File: src/rtl/entrada_botoes_pontos_if.sv
// Button-conditioning bus: raw buttons in, qualified point events and debounced state out.
interface entrada_botoes_pontos_if;
  logic [2:0] b_raw;
  logic       pulso;
  logic [1:0] pontos;
  logic       erro;
  logic       ocupado;
  logic [2:0] estavel;

  modport slave (
    input  b_raw,
    output pulso, pontos, erro, ocupado, estavel
  );

  modport master (
    output b_raw,
    input  pulso, pontos, erro, ocupado, estavel
  );
endinterface

File: src/rtl/entrada_botoes_pontos.sv
// Synchronize, debounce and qualify the three point buttons into one event per press.
// Optional macro AUTO_REPEAT_EN: re-issue pulso every REPEAT_CYCLES while a single button stays held.
module entrada_botoes_pontos #(
  parameter int DEB_CYCLES    = 3,
  parameter int SETTLE_CYCLES = 2,
  parameter int ACTIVE_LOW    = 1,
  parameter int REPEAT_CYCLES = 60
) (
  input  logic                    clock,
  input  logic                    clr,
  entrada_botoes_pontos_if.slave  bus
);

  localparam int MAX_DS = (DEB_CYCLES > SETTLE_CYCLES) ? DEB_CYCLES : SETTLE_CYCLES;
  localparam int MAX_C  = (MAX_DS > REPEAT_CYCLES) ? MAX_DS : REPEAT_CYCLES;
  localparam int CW     = $clog2(MAX_C + 1);
  localparam logic [CW-1:0] DEB_LAST = CW'(DEB_CYCLES - 1);
  localparam logic [CW-1:0] SET_LAST = CW'(SETTLE_CYCLES);
  localparam logic [CW-1:0] ONE      = CW'(1);

  typedef enum logic [1:0] {S_IDLE, S_SETTLE, S_WAIT_REL} state_t;

  logic [2:0]    w_pol;
  logic [2:0]    r_sync1, r_sync2, r_estavel;
  logic [CW-1:0] r_deb_cnt [3];

  state_t        r_state, w_state_next;
  logic [2:0]    r_mask, w_mask_next, w_mask_or;
  logic [CW-1:0] r_set_cnt, w_set_cnt_next;
  logic          r_pulso, w_pulso_next;
  logic          r_erro, w_erro_next;
  logic [1:0]    r_pontos, w_pontos_next;
  logic          w_onehot;

`ifdef AUTO_REPEAT_EN
  logic [CW-1:0] r_rep_cnt, w_rep_cnt_next;
  logic          r_rep_on, w_rep_on_next;
`endif

  assign w_pol = (ACTIVE_LOW != 0) ? ~bus.b_raw : bus.b_raw;

  always_ff @(posedge clock) begin
    if (clr) begin
      r_sync1   <= '0;
      r_sync2   <= '0;
      r_estavel <= '0;
      for (int i = 0; i < 3; i++) r_deb_cnt[i] <= '0;
    end else begin
      r_sync1 <= w_pol;
      r_sync2 <= r_sync1;
      for (int i = 0; i < 3; i++) begin
        if (r_sync2[i] != r_estavel[i]) begin
          if (r_deb_cnt[i] == DEB_LAST) begin
            r_estavel[i] <= ~r_estavel[i];
            r_deb_cnt[i] <= '0;
          end else begin
            r_deb_cnt[i] <= r_deb_cnt[i] + ONE;
          end
        end else begin
          r_deb_cnt[i] <= '0;
        end
      end
    end
  end

  always_ff @(posedge clock) begin
    if (clr) begin
      r_state   <= S_IDLE;
      r_mask    <= '0;
      r_set_cnt <= '0;
      r_pulso   <= 1'b0;
      r_erro    <= 1'b0;
      r_pontos  <= '0;
`ifdef AUTO_REPEAT_EN
      r_rep_cnt <= '0;
      r_rep_on  <= 1'b0;
`endif
    end else begin
      r_state   <= w_state_next;
      r_mask    <= w_mask_next;
      r_set_cnt <= w_set_cnt_next;
      r_pulso   <= w_pulso_next;
      r_erro    <= w_erro_next;
      r_pontos  <= w_pontos_next;
`ifdef AUTO_REPEAT_EN
      r_rep_cnt <= w_rep_cnt_next;
      r_rep_on  <= w_rep_on_next;
`endif
    end
  end

  // The final settle sample is OR-ed in before the mask is judged.
  assign w_mask_or = r_mask | r_estavel;
  assign w_onehot  = (w_mask_or == 3'b001) || (w_mask_or == 3'b010) || (w_mask_or == 3'b100);

  always_comb begin
    w_state_next   = r_state;
    w_mask_next    = r_mask;
    w_set_cnt_next = r_set_cnt;
    w_pulso_next   = 1'b0;
    w_erro_next    = 1'b0;
    w_pontos_next  = r_pontos;
`ifdef AUTO_REPEAT_EN
    w_rep_cnt_next = r_rep_cnt;
    w_rep_on_next  = r_rep_on;
`endif
    case (r_state)
      S_IDLE: begin
        if (r_estavel != 3'b000) begin
          w_state_next   = S_SETTLE;
          w_mask_next    = r_estavel;
          w_set_cnt_next = ONE;
        end
      end
      S_SETTLE: begin
        w_mask_next = w_mask_or;
        if (r_set_cnt == SET_LAST) begin
          w_state_next = S_WAIT_REL;
          if (w_onehot) begin
            w_pulso_next  = 1'b1;
            w_pontos_next = w_mask_or[0] ? 2'd1 : (w_mask_or[1] ? 2'd2 : 2'd3);
`ifdef AUTO_REPEAT_EN
            w_rep_on_next  = 1'b1;
            w_rep_cnt_next = ONE;
`endif
          end else begin
            w_erro_next = 1'b1;
`ifdef AUTO_REPEAT_EN
            w_rep_on_next = 1'b0;
`endif
          end
        end else begin
          w_set_cnt_next = r_set_cnt + ONE;
        end
      end
      S_WAIT_REL: begin
        if (r_estavel == 3'b000) w_state_next = S_IDLE;
`ifdef AUTO_REPEAT_EN
        // Any deviation from the held single button ends repeating for this press.
        if (r_rep_on) begin
          if (r_estavel != r_mask) begin
            w_rep_on_next = 1'b0;
          end else if (r_rep_cnt == CW'(REPEAT_CYCLES)) begin
            w_pulso_next   = 1'b1;
            w_rep_cnt_next = ONE;
          end else begin
            w_rep_cnt_next = r_rep_cnt + ONE;
          end
        end
`endif
      end
      default: w_state_next = S_IDLE;
    endcase
  end

  assign bus.pulso   = r_pulso;
  assign bus.erro    = r_erro;
  assign bus.pontos  = r_pontos;
  assign bus.estavel = r_estavel;
  assign bus.ocupado = (r_state != S_IDLE);

endmodule

File: src/flat_wrapper.sv
// flat-port wrapper written by rule: the top's interface ports become plain ports
module entrada_botoes_pontos_flat 
#(
  parameter int DEB_CYCLES    = 3,
  parameter int SETTLE_CYCLES = 2,
  parameter int ACTIVE_LOW    = 1,
  parameter int REPEAT_CYCLES = 60
)
  (clock, clr, bus_b_raw, bus_pulso, bus_pontos, bus_erro, bus_ocupado, bus_estavel);
  entrada_botoes_pontos_if bus_i ();
  input  logic clock;
  input  logic clr;
  input wire logic [$bits(bus_i.b_raw)-1:0] bus_b_raw;
  output wire logic [$bits(bus_i.pulso)-1:0] bus_pulso;
  output wire logic [$bits(bus_i.pontos)-1:0] bus_pontos;
  output wire logic [$bits(bus_i.erro)-1:0] bus_erro;
  output wire logic [$bits(bus_i.ocupado)-1:0] bus_ocupado;
  output wire logic [$bits(bus_i.estavel)-1:0] bus_estavel;
  assign bus_i.b_raw = bus_b_raw;
  assign bus_pulso = bus_i.pulso;
  assign bus_pontos = bus_i.pontos;
  assign bus_erro = bus_i.erro;
  assign bus_ocupado = bus_i.ocupado;
  assign bus_estavel = bus_i.estavel;
  entrada_botoes_pontos #(.DEB_CYCLES(DEB_CYCLES), .SETTLE_CYCLES(SETTLE_CYCLES), .ACTIVE_LOW(ACTIVE_LOW), .REPEAT_CYCLES(REPEAT_CYCLES)) u_core (.clock(clock), .clr(clr), .bus(bus_i));
endmodule
File: config.mk
export PLATFORM = sky130hd
export DESIGN_NAME = entrada_botoes_pontos_flat
export DESIGN_NICKNAME = d
export VERILOG_FILES = /design/src/rtl/entrada_botoes_pontos_if.sv /design/src/rtl/entrada_botoes_pontos.sv /design/src/flat_wrapper.sv
export SDC_FILE = /design/constraint.sdc
export NUM_CORES = 1
export LEC_CHECK = 0
export BUFFER_PORTS_ARGS = -buffer_cell sky130_fd_sc_hd__buf_2
export CORE_MARGIN = 2
export CORE_UTILIZATION = 40
export DETAILED_ROUTE_END_ITERATION = 8
export MAX_ROUTING_LAYER = met4
export SYNTH_ARGS = -nofsm -noshare
export SYNTH_HDL_FRONTEND = slang
export SYNTH_SLANG_ARGS = --single-unit
File: constraint.sdc
create_clock -name clock -period 2.9 [get_ports clock]
set_clock_uncertainty 0.2 [all_clocks]
set_input_delay 0.145 -clock clock [delete_from_list [all_inputs] [get_ports clock]]
set_output_delay 0.145 -clock clock [all_outputs]
set_load 0.02 [all_outputs]
==> results.py, run 1 <==
metrics = {
    "status": {
        "outcome": "completed",
    },
    "drt": {
        "drc": 0,
        "wl_um": 3030,
        "routedWlPerCell_um": 10.9,
        "drt_iter0_drc": 49,
        "vias": 1335,
        "ant_nets": 0,
        "viasPerCell": 4.80,
        "dr.pass1.iters": 4,
    },
    "synthesis": {
        "yosys_warnings": 0,
        "yosys_register_bits": 42,
        "synthTopCellsByCount": "31 x nor2_1, 24 x dfxtp_1, 18 x edfxtp_1, 13 x nand2_1",
        "yosysTopAreaCell": "edfxtp_1",
        "syn_inst": 188,
        "synth_most_common_cell": "nor2_1",
        "ys.flop_type": "dfxtp_1",
        "synth.avg_cell_area_um2": 10.2,
        "yosys.area.top_type_share_pct": 28.1,
        "seq_area_frac_synth_pct": 53.0,
        "synth_enable_flop_cells": 18,
        "syn_area_um2": 1930,
        "synth_cell_types": 40,
        "synth.area.top_cells": "edfxtp_1 28%, dfxtp_1 25%, nor2_1 6.0%",
        "async_flop_share_pct": 0,
    },
    "layout": {
        "finalInstanceArea_um2": 2230,
        "drive_gt1_share_pct": 11.2,
        "final_nets": 236,
        "final_cells": 278,
        "fillerInstances": 458,
        "antenna-diode-count": 0,
        "area_growth_syn_to_layout_pct": 15.6,
        "final_util_pct": 47.5,
    },
    "timing": {
        "rsz0062_at_grt": "false",
        "period_share_pct": 60.8,
        "setup_viol": 0,
        "fin_tns_setup_ps": 0,
        "slew_violations": 0,
        "hold_ws_ps": 59.0,
        "fmax_ghz": 0.567,
        "hold_viol": 0,
        "fin_ws_ps": 1140,
        "period_needed_ps": 1760,
    },
    "worst_setup_path": {
        "path_class": "reg -> reg",
        "crit_path_end_kind": "flip-flop",
        "rr_endpoint": "u_core.r_deb_cnt[1][3]$_SDFFCE_PP0P_",
        "cp-start-kind": "flip-flop",
        "r2r_start": "u_core.r_deb_cnt[1][0]$_SDFFCE_PP0P_",
        "r2r_cells": 5,
        "path_cells": "inv_1, ha_1, and2_1, or3_1, nor2_1",
        "crit_family": "simple AND/OR/NAND/NOR gates",
        "crit_required_ps": 2860,
        "max_stage_delay_ps": 460,
        "r2r_setup_slack_ps": 1140,
        "cp_slowest_cell": "or3_1",
        "worstPathArrival_ps": 1720,
        "timing.critical_path.buf_inv": 1,
        "path_max_fanout": 6,
    },
    "grt": {
        "grt_max_degree": 26,
        "grt_pass1_vias": 1198,
        "grt_overflow": 0,
        "antenna_found_initial": 0,
        "grt_pass1_wl_um": 5270,
        "gr-usage-all-layers_pct": 13.1,
    },
    "floorplanning": {
        "start_util_pct": 41.1,
        "std_cell_rows": 25,
        "ios": 13,
        "die-area_um2": 5390,
        "fp.dieW_um": 73.4,
        "die-height_um": 73.4,
        "core_um2": 4690,
    },
    "placement": {
        "routabilityCongestion": 0.780,
        "dp_hpwl_um": 2140,
        "portBuffers": 12,
        "dp_slack_ps": 1150,
        "place_inst": 267,
        "dpl-instance-area_um2": 2100,
    },
    "pwr": {
        "p_seq_share_pct": 59.3,
        "p_leak_nw": 0.870,
        "peakVddDrop_mv": 0.297,
        "intPower_mw": 0.845,
        "clkPwrFrac_pct": 36.1,
        "power_density_nw_per_um2": 489,
        "p_sw_mw": 0.245,
        "comb_power_share_pct": 4.6,
        "total_power_mw": 1.09,
        "swShare_pct": 22.4,
    },
    "clock_tree": {
        "clockBufferDepth": 2,
        "clk_latency_ps": 290,
        "cts_root_buffer": "clkbuf_8",
        "cts_buffers": 5,
        "cts_tree": "done",
        "cts.htree.levels": 2,
        "ctsResizeCount": 0,
        "cts.clk_slew.worst_paths_ps": 90,
        "cts.sinks": 42,
    },
    "worst_hold_path": {
        "hp-start": "clr",
        "hold_path_class": "in -> reg",
        "hold_end": "u_core.r_sync1[1]$_SDFF_PP0_",
        "whs_path_depth": 2,
    },
    "flow_run": {
        "cap_violations": 0,
    },
}
==> area by class of cell <==
cell class,instances,area (um2),share of cell area [%]
clock inverters,2,12.5,0.562
well taps,54,67.6,3.03
multi-input cells,151,923,41.5
clock buffers,6,82.6,3.71
repair buffers,15,90.1,4.04
inverters,8,30.0,1.35
flip-flops and latches,42,1020,45.8
==> layout by cell type (no fill, tap or decap), types with 6 or more instances in the layout <==
cell	instances
buf_2	12
clkbuf_8	6
conb_1	18
dfxtp_1	24
edfxtp_1	18
ha_1	8
inv_1	8
nand2_1	13
nand3_1	10
nor2_1	31
nor3_1	8
xnor2_1	10
xor2_1	8
==> worst reg2reg max path, stage by stage (launching register included) <==
cell      delay [ps]
edfxtp_1         430
inv_1             70
ha_1             180
and2_1           150
or3_1            460
nor2_1           140
==> power groups by stage <==
stage	Clock [mW]	Sequential (mW)	Combinational (mW)
6_report	0.394	0.646	0.0500
5_1_grt	0.430	0.649	0.0584
4_1_cts	0.410	0.646	0.0504
3_5_place_dp	0	0.660	0.0471
3_3_place_gp	0	0.660	0.0475
2_1_floorplan	0	0.657	0.0374
==> registers in the layout, indices dropped and copies added (netlist names) <==
name / count
u_core.bus.erro: 1
u_core.bus.estavel: 3
u_core.bus.pontos: 2
u_core.bus.pulso: 1
u_core.r_deb_cnt: 18
u_core.r_mask: 3
u_core.r_set_cnt: 6
u_core.r_state: 2
u_core.r_sync1: 3
u_core.r_sync2: 3
==> how the worst max path moves through the flow <==
stage / startpoint / endpoint / slack (ps) / cells after the start
after floorplan: u_core.r_deb_cnt[1][0]$_SDFFCE_PP0P_ / u_core.r_deb_cnt[1][2]$_SDFFCE_PP0P_ / 1250 / 6
after global placement: u_core.r_deb_cnt[1][0]$_SDFFCE_PP0P_ / u_core.r_deb_cnt[1][1]$_SDFFCE_PP0P_ / 1180 / 5
after detailed placement: u_core.r_deb_cnt[1][0]$_SDFFCE_PP0P_ / u_core.r_deb_cnt[1][1]$_SDFFCE_PP0P_ / 1150 / 5
after CTS: u_core.r_deb_cnt[1][0]$_SDFFCE_PP0P_ / u_core.r_deb_cnt[1][1]$_SDFFCE_PP0P_ / 1130 / 5
after global routing: u_core.r_set_cnt[0]$_SDFFE_PP0P_ / u_core.r_set_cnt[0]$_SDFFE_PP0P_ / 1000 / 5
final: u_core.r_deb_cnt[1][0]$_SDFFCE_PP0P_ / u_core.r_deb_cnt[1][3]$_SDFFCE_PP0P_ / 1140 / 5
==> routing by layer <==
| layer | vias to the layer above | wire length (um) | part of all wire (%) | track usage [%] |
|---|---|---|---|---|
| met5 | - | 0 | 0 | - |
| li1 | 710 | - | - | - |
| met2 | 16 | 1310 | 43 | 19.0 |
| met4 | 0 | 24 | 0.79 | 4.44 |
| met1 | 605 | 1580 | 52 | 17.2 |
| met3 | 4 | 107 | 3.5 | 4.53 |
==> kinds of logic after synthesis <==
family / share of synthesized area, %
AOI/OAI and AO/OA: 7.14
xor gates and xnor gates: 8.18
adders and majority gates: 5.20
buffers and inverters: 2.40
DFF: 53.0
muxes: 0.520
other: 0.195
and+or+nand+nor: 23.4
==> repair_timing <==
item / in CTS / in global routing
hold endpoints to repair: 3 / 0
hold buffers: 3 / 0
setup buffers: 0 / 0
No activity file was read; power rests on OpenSTA's default activity.
==> inputs of run 2 (changes only) <==
ABC_AREA = 1   (was default)
clock period = 1.54 ns   (was 2.9 ns; I/O delays follow)
==> results.py, run 2 <==
metrics = {
    "layout": {
        "final_nets": 293,
        "top_regs": "u_core.r_deb_cnt (18), u_core.r_set_cnt (6)",
        "finalInstanceArea_um2": 2550,
        "antenna-diode-count": 0,
        "final_cell_mix": "42 x nor2_1, 24 x nand2_1, 24 x dfxtp_1",
        "area_growth_syn_to_layout_pct": 23.2,
        "largest_reg_flops": 18,
        "drive_gt1_share_pct": 21.0,
        "final_common_cell": "nor2_1",
        "final_util_pct": 50.5,
        "regMostFlops": "u_core.r_deb_cnt",
    },
    "placement": {
        "dp_slack_ps": -21.1,
        "dp_hpwl_um": 2540,
        "dpl-instance-area_um2": 2310,
        "routabilityCongestion": 0.815,
        "portBuffers": 12,
    },
    "floorplanning": {
        "core_um2": 5040,
        "die-height_um": 75.9,
        "start_util_pct": 41.0,
        "std_cell_rows": 26,
        "fp.dieW_um": 75.9,
        "die-area_um2": 5760,
        "ios": 13,
    },
    "worst_setup_path": {
        "worstPathArrival_ps": 1440,
        "path_max_fanout": 6,
        "critPathLaunch": "u_core.r_deb_cnt[1][0]$_SDFFCE_PP0P_",
        "crit_path_end_kind": "flip-flop",
        "r2r_start": "u_core.r_deb_cnt[1][0]$_SDFFCE_PP0P_",
        "cp-start-kind": "flip-flop",
        "path_class": "reg -> reg",
        "crit_required_ps": 1480,
    },
    "grt": {
        "grt_max_degree": 13,
        "grt_overflow": 0,
        "antenna_found_initial": 0,
        "grt_pass1_wl_um": 6130,
        "grt_pass1_vias": 1449,
        "gr-usage-all-layers_pct": 14.7,
    },
    "clock_tree": {
        "clockBufferDepth": 2,
        "cts.sinks": 42,
        "cts.clk_slew.worst_paths_ps": 80,
        "cts_tree": "done",
        "cts.htree.levels": 2,
        "clk_latency_ps": 290,
        "cts_root_buffer": "clkbuf_8",
        "cts_buffers": 5,
    },
    "synthesis": {
        "synth_compound_area_share_pct": 6.23,
        "yosysTopAreaCell": "edfxtp_1",
        "synthTopCellsByCount": "43 x nor2_1, 24 x dfxtp_1, 24 x nand2_1, 23 x nand3_1, 21 x inv_1",
        "synth_xor_area_share_pct": 3.81,
        "synth.area.top_cells": "edfxtp_1 26%, dfxtp_1 23%, nor2_1 7.8%",
        "synth_most_common_cell": "nor2_1",
        "syn_area_um2": 2070,
        "yosys_register_bits": 42,
        "seq_area_frac_synth_pct": 49.4,
        "synth_enable_flop_cells": 18,
        "ys.flop_type": "dfxtp_1",
        "synthAdderAreaFrac_pct": 4.84,
        "synth_cell_types": 35,
        "synth.avg_cell_area_um2": 9.03,
        "yosys_warnings": 0,
        "yosys.area_share.simple_pct": 29.5,
        "async_flop_share_pct": 0,
        "yosys.area.top_type_share_pct": 26.2,
        "synth_top_family_by_area": "simple AND/OR/NAND/NOR gates",
        "synthMuxAreaShare_pct": 0,
        "syn_inst": 229,
    },
    "worst_hold_path": {
        "hold_path_class": "in -> reg",
        "hp-start": "clr",
    },
    "timing": {
        "hold_ws_ps": 50.2,
        "period_needed_ps": 1500,
        "fmax_ghz": 0.666,
        "fin_ws_ps": 38.2,
        "hold_viol": 0,
        "setup_viol": 0,
        "slew_violations": 0,
        "rsz0062_at_grt": "true",
        "period_share_pct": 97.5,
    },
    "drt": {
        "wl_um": 3650,
        "dr.pass1.iters": 4,
        "ant_nets": 0,
        "viasPerCell": 4.60,
        "drc": 0,
        "drt_iter0_drc": 57,
        "routedWlPerCell_um": 10.4,
        "vias": 1615,
    },
    "pwr": {
        "p_seq_share_pct": 57.7,
        "peakVddDrop_mv": 0.466,
        "intPower_mw": 1.61,
        "p_sw_mw": 0.519,
        "power_density_nw_per_um2": 835,
        "swShare_pct": 24.4,
        "total_power_mw": 2.13,
        "p_leak_nw": 1.06,
        "comb_power_share_pct": 10.2,
        "clkPwrFrac_pct": 32.1,
    },
    "status": {
        "outcome": "completed",
    },
    "flow_run": {
        "cap_violations": 0,
    },
}
[run 2: changes by cell type in the layout (fill, tap and decap cells not counted), sizes merged, moves of 11 or more]
cell,previous run,this run
nor2,31,46
nand3,10,29
buf,12,23
inv,8,25
nand2,13,26
[run 2: cell type report]
class	instances	area (um2)
timing repair buffer	31	223
clock buffer	8	80.1
fill	502	2490
multi-input combinational	174	1040
sequential	42	1020
inverter	26	98.8
tap	70	87.6
[run 2: cells by family (layout without fill, tap and decap cells)]
kind of cell               Yosys count  after routing
AOI/OAI and AO/OA                   23             23
adders and majority gates            8              8
buffers and inverters               30             65
xor gates and xnor gates             9              9
and+or+nand+nor                    116            116
DFF                                 42             42
other                                1             18
[run 2: timing repair]
item | in CTS | in global routing
hold buffers | 8 | 0
pin swaps | 0 | 3
setup buffers | 0 | 3
hold endpoints to repair | 11 | 0
resized for setup | 1 | 10
endpoints found under the setup margin | 6 | 19
[run 2: path summary, 6_finish.rpt]
kind | slack, ps | endpoint | depth (start not counted)
max | 40 | u_core.r_deb_cnt[1][5]$_SDFFCE_PP0P_ | 5
min | 50 | u_core.bus.estavel[2]$_SDFFE_PP0P_ | 4
max reg2reg | 40 | u_core.r_deb_cnt[1][5]$_SDFFCE_PP0P_ | 5
min reg2reg | 200 | u_core.r_sync2[2]$_SDFF_PP0_ | 2
[run 2: power groups by stage]
| stage | Clock, mW | Combinational (mW) | Sequential, mW |
|---|---|---|---|
| final | 0.683 | 0.216 | 1.23 |
| after global routing | 0.749 | 0.246 | 1.23 |
| after CTS | 0.708 | 0.205 | 1.23 |
| after detailed placement | 0 | 0.186 | 1.25 |
| after global placement | 0 | 0.186 | 1.25 |
| after floorplan | 0 | 0.129 | 1.25 |
[run 2: routing by layer]
| layer | track usage, % | routed length [um] | vias up |
|---|---|---|---|
| met4 | 7.02 | 85 | 0 |
| met3 | 3.31 | 113 | 8 |
| met2 | 23.0 | 1690 | 19 |
| met5 | - | 0 | - |
| met1 | 17.9 | 1760 | 741 |
| li1 | - | - | 847 |
[run 2: worst max-delay path: stages (launching register included)]
cell and delay (ps):
edfxtp_1 420, inv_1 60, ha_1 180, nand4_1 120
nand3_2 160, nor3b_2 210
[run 2: per-stage QoR]
step	cells	TNS [ps]
floorplan	246	0
global placement	332	0
detailed placement	332	-45.8
CTS	348	0
global route	351	-149
finish	351	0
==> inputs of run 3 (changes only) <==
CORE_MARGIN = default   (was 2)
SETUP_SLACK_MARGIN = 0.5   (was default)
==> results.py, run 3 (synthesis results as in run 2) <==
metrics = {
    "status": {
        "outcome": "finished, violations left",
        "violations": "hold timing",
    },
    "timing": {
        "setup_viol": 0,
        "period_share_pct": 96.0,
        "fmax_ghz": 0.677,
        "hold_viol": 3,
        "slew_violations": 0,
        "rsz0062_at_grt": "true",
        "period_needed_ps": 1480,
        "hold_ws_ps": -3.92,
    },
    "layout": {
        "regMostFlops": "u_core.r_deb_cnt",
        "final_util_pct": 62.8,
        "largest_reg_flops": 18,
        "drive_gt1_share_pct": 46.8,
        "finalInstanceArea_um2": 3040,
        "area_growth_syn_to_layout_pct": 47.3,
        "antenna-diode-count": 0,
        "final_common_cell": "nor2_1",
        "final_cell_mix": "31 x nor2_1, 21 x buf_4, 19 x nand2_1, 19 x buf_6",
        "top_regs": "u_core.r_deb_cnt (18), u_core.r_set_cnt (6)",
        "final_nets": 309,
    },
    "worst_setup_path": {
        "cp-start-kind": "flip-flop",
        "worstPathArrival_ps": 1460,
        "r2r_setup_slack_ps": 60,
        "path_max_fanout": 4,
        "path_class": "reg -> reg",
        "r2r_cells": 6,
        "crit_required_ps": 1520,
        "crit_path_end_kind": "flip-flop",
        "rr_endpoint": "u_core.bus.estavel[0]$_SDFFE_PP0P_",
        "r2r_start": "u_core.r_deb_cnt[0][0]$_SDFFCE_PP0P_",
    },
    "pwr": {
        "clkPwrFrac_pct": 32.3,
        "swShare_pct": 25.7,
        "intPower_mw": 1.70,
        "power_density_nw_per_um2": 751,
        "p_sw_mw": 0.588,
        "peakVddDrop_mv": 0.525,
        "p_leak_nw": 1.19,
        "comb_power_share_pct": 14.0,
        "p_seq_share_pct": 53.7,
    },
    "drt": {
        "drt_iter0_drc": 65,
        "drc": 0,
        "dr.pass1.iters": 4,
        "routedWlPerCell_um": 11.3,
        "wl_um": 4130,
        "viasPerCell": 4.62,
        "vias": 1683,
        "ant_nets": 0,
    },
    "placement": {
        "routabilityCongestion": 0.762,
        "portBuffers": 12,
        "dp_hpwl_um": 2560,
        "dpl-instance-area_um2": 2370,
    },
    "flow_run": {
        "cap_violations": 0,
    },
    "clock_tree": {
        "clockBufferDepth": 2,
        "cts_tree": "done",
        "clk_latency_ps": 290,
        "cts.htree.levels": 2,
        "cts_buffers": 5,
        "cts.clk_slew.worst_paths_ps": 80,
        "cts_root_buffer": "clkbuf_8",
        "cts.sinks": 42,
    },
    "floorplanning": {
        "fp.dieW_um": 73.9,
        "die-height_um": 73.9,
        "start_util_pct": 42.6,
        "std_cell_rows": 25,
        "ios": 13,
        "core_um2": 4850,
        "die-area_um2": 5460,
    },
    "grt": {
        "grt_pass1_wl_um": 6750,
        "grt_pass1_vias": 1554,
        "grt_overflow": 0,
        "gr-usage-all-layers_pct": 16.7,
        "grt_max_degree": 15,
        "antenna_found_initial": 0,
    },
    "worst_hold_path": {
        "whs_path_depth": 3,
        "hp-start": "clr",
        "hold_end": "u_core.r_set_cnt[3]$_SDFFE_PP0P_",
        "hold_path_class": "in -> reg",
    },
}
run 3: how the worst max path moves through the flow:
stage                                               startpoint                                    to  slack [ps]  depth (start not counted)
final                     u_core.r_deb_cnt[0][0]$_SDFFCE_PP0P_    u_core.bus.estavel[0]$_SDFFE_PP0P_          60                          6
after global routing      u_core.r_deb_cnt[0][0]$_SDFFCE_PP0P_  u_core.r_deb_cnt[0][3]$_SDFFCE_PP0P_         -20                          5
after CTS                 u_core.r_deb_cnt[0][0]$_SDFFCE_PP0P_  u_core.r_deb_cnt[0][3]$_SDFFCE_PP0P_          50                          5
after detailed placement  u_core.r_deb_cnt[1][0]$_SDFFCE_PP0P_  u_core.r_deb_cnt[1][1]$_SDFFCE_PP0P_          40                          5
after global placement    u_core.r_deb_cnt[1][0]$_SDFFCE_PP0P_  u_core.r_deb_cnt[1][0]$_SDFFCE_PP0P_         100                          5
after floorplan           u_core.r_deb_cnt[1][0]$_SDFFCE_PP0P_  u_core.r_deb_cnt[1][2]$_SDFFCE_PP0P_         160                          5
run 3: final cells by class:
type                       count  area, um2
clock buffer                   6       82.6
clock inverter                 2       12.5
fill                         399       1800
inverter                      26        120
multi-input combinational    174       1270
sequential                    42       1050
tap                           67       83.8
timing repair buffer          47        422
run 3: power by group through the flow:
stage	Sequential [mW]	Clock, mW	Combinational, mW
CTS	1.23	0.764	0.254
finish	1.23	0.739	0.321
global route	1.23	0.810	0.354
detailed placement	1.26	0	0.187
floorplan	1.25	0	0.142
global placement	1.25	0	0.187
run 3: layer usage:
metal	global-route usage (%)	wire [um]	vias to the layer above
li1	-	-	881
met1	21.2	1920	778
met2	26.9	2070	20
met3	3.70	94	4
met4	4.49	39	0
met5	-	0	-
run 3: through the flow:
stage	total power [mW]	setup slack [ps]	instances	hold slack [ps]	setup TNS [ps]
2_1_floorplan	1.39	156	246	-56.3	0
3_3_place_gp	1.44	95.1	325	29.2	0
3_5_place_dp	1.44	41.2	325	31.7	0
4_1_cts	2.24	47.3	350	-16.5	0
5_1_grt	2.40	-20.5	364	9.22	-117
6_report	2.29	62.2	364	-3.92	0
run 3: what timing repair did:
item | in CTS | in global routing
hold endpoints to repair | 10 | 0
hold buffers | 3 | 0
endpoints found under the setup margin | 42 | 43
pin swaps | 14 | 16
setup buffers | 14 | 14
resized for setup | 51 | 41
run 3: critical path, cell delays in order, from the launching register on:
cell and delay (ps):
edfxtp_1 430, inv_1 80, ha_1 140, nand4_1 150, buf_4 190, o21ai_0 130
a21oi_1 50
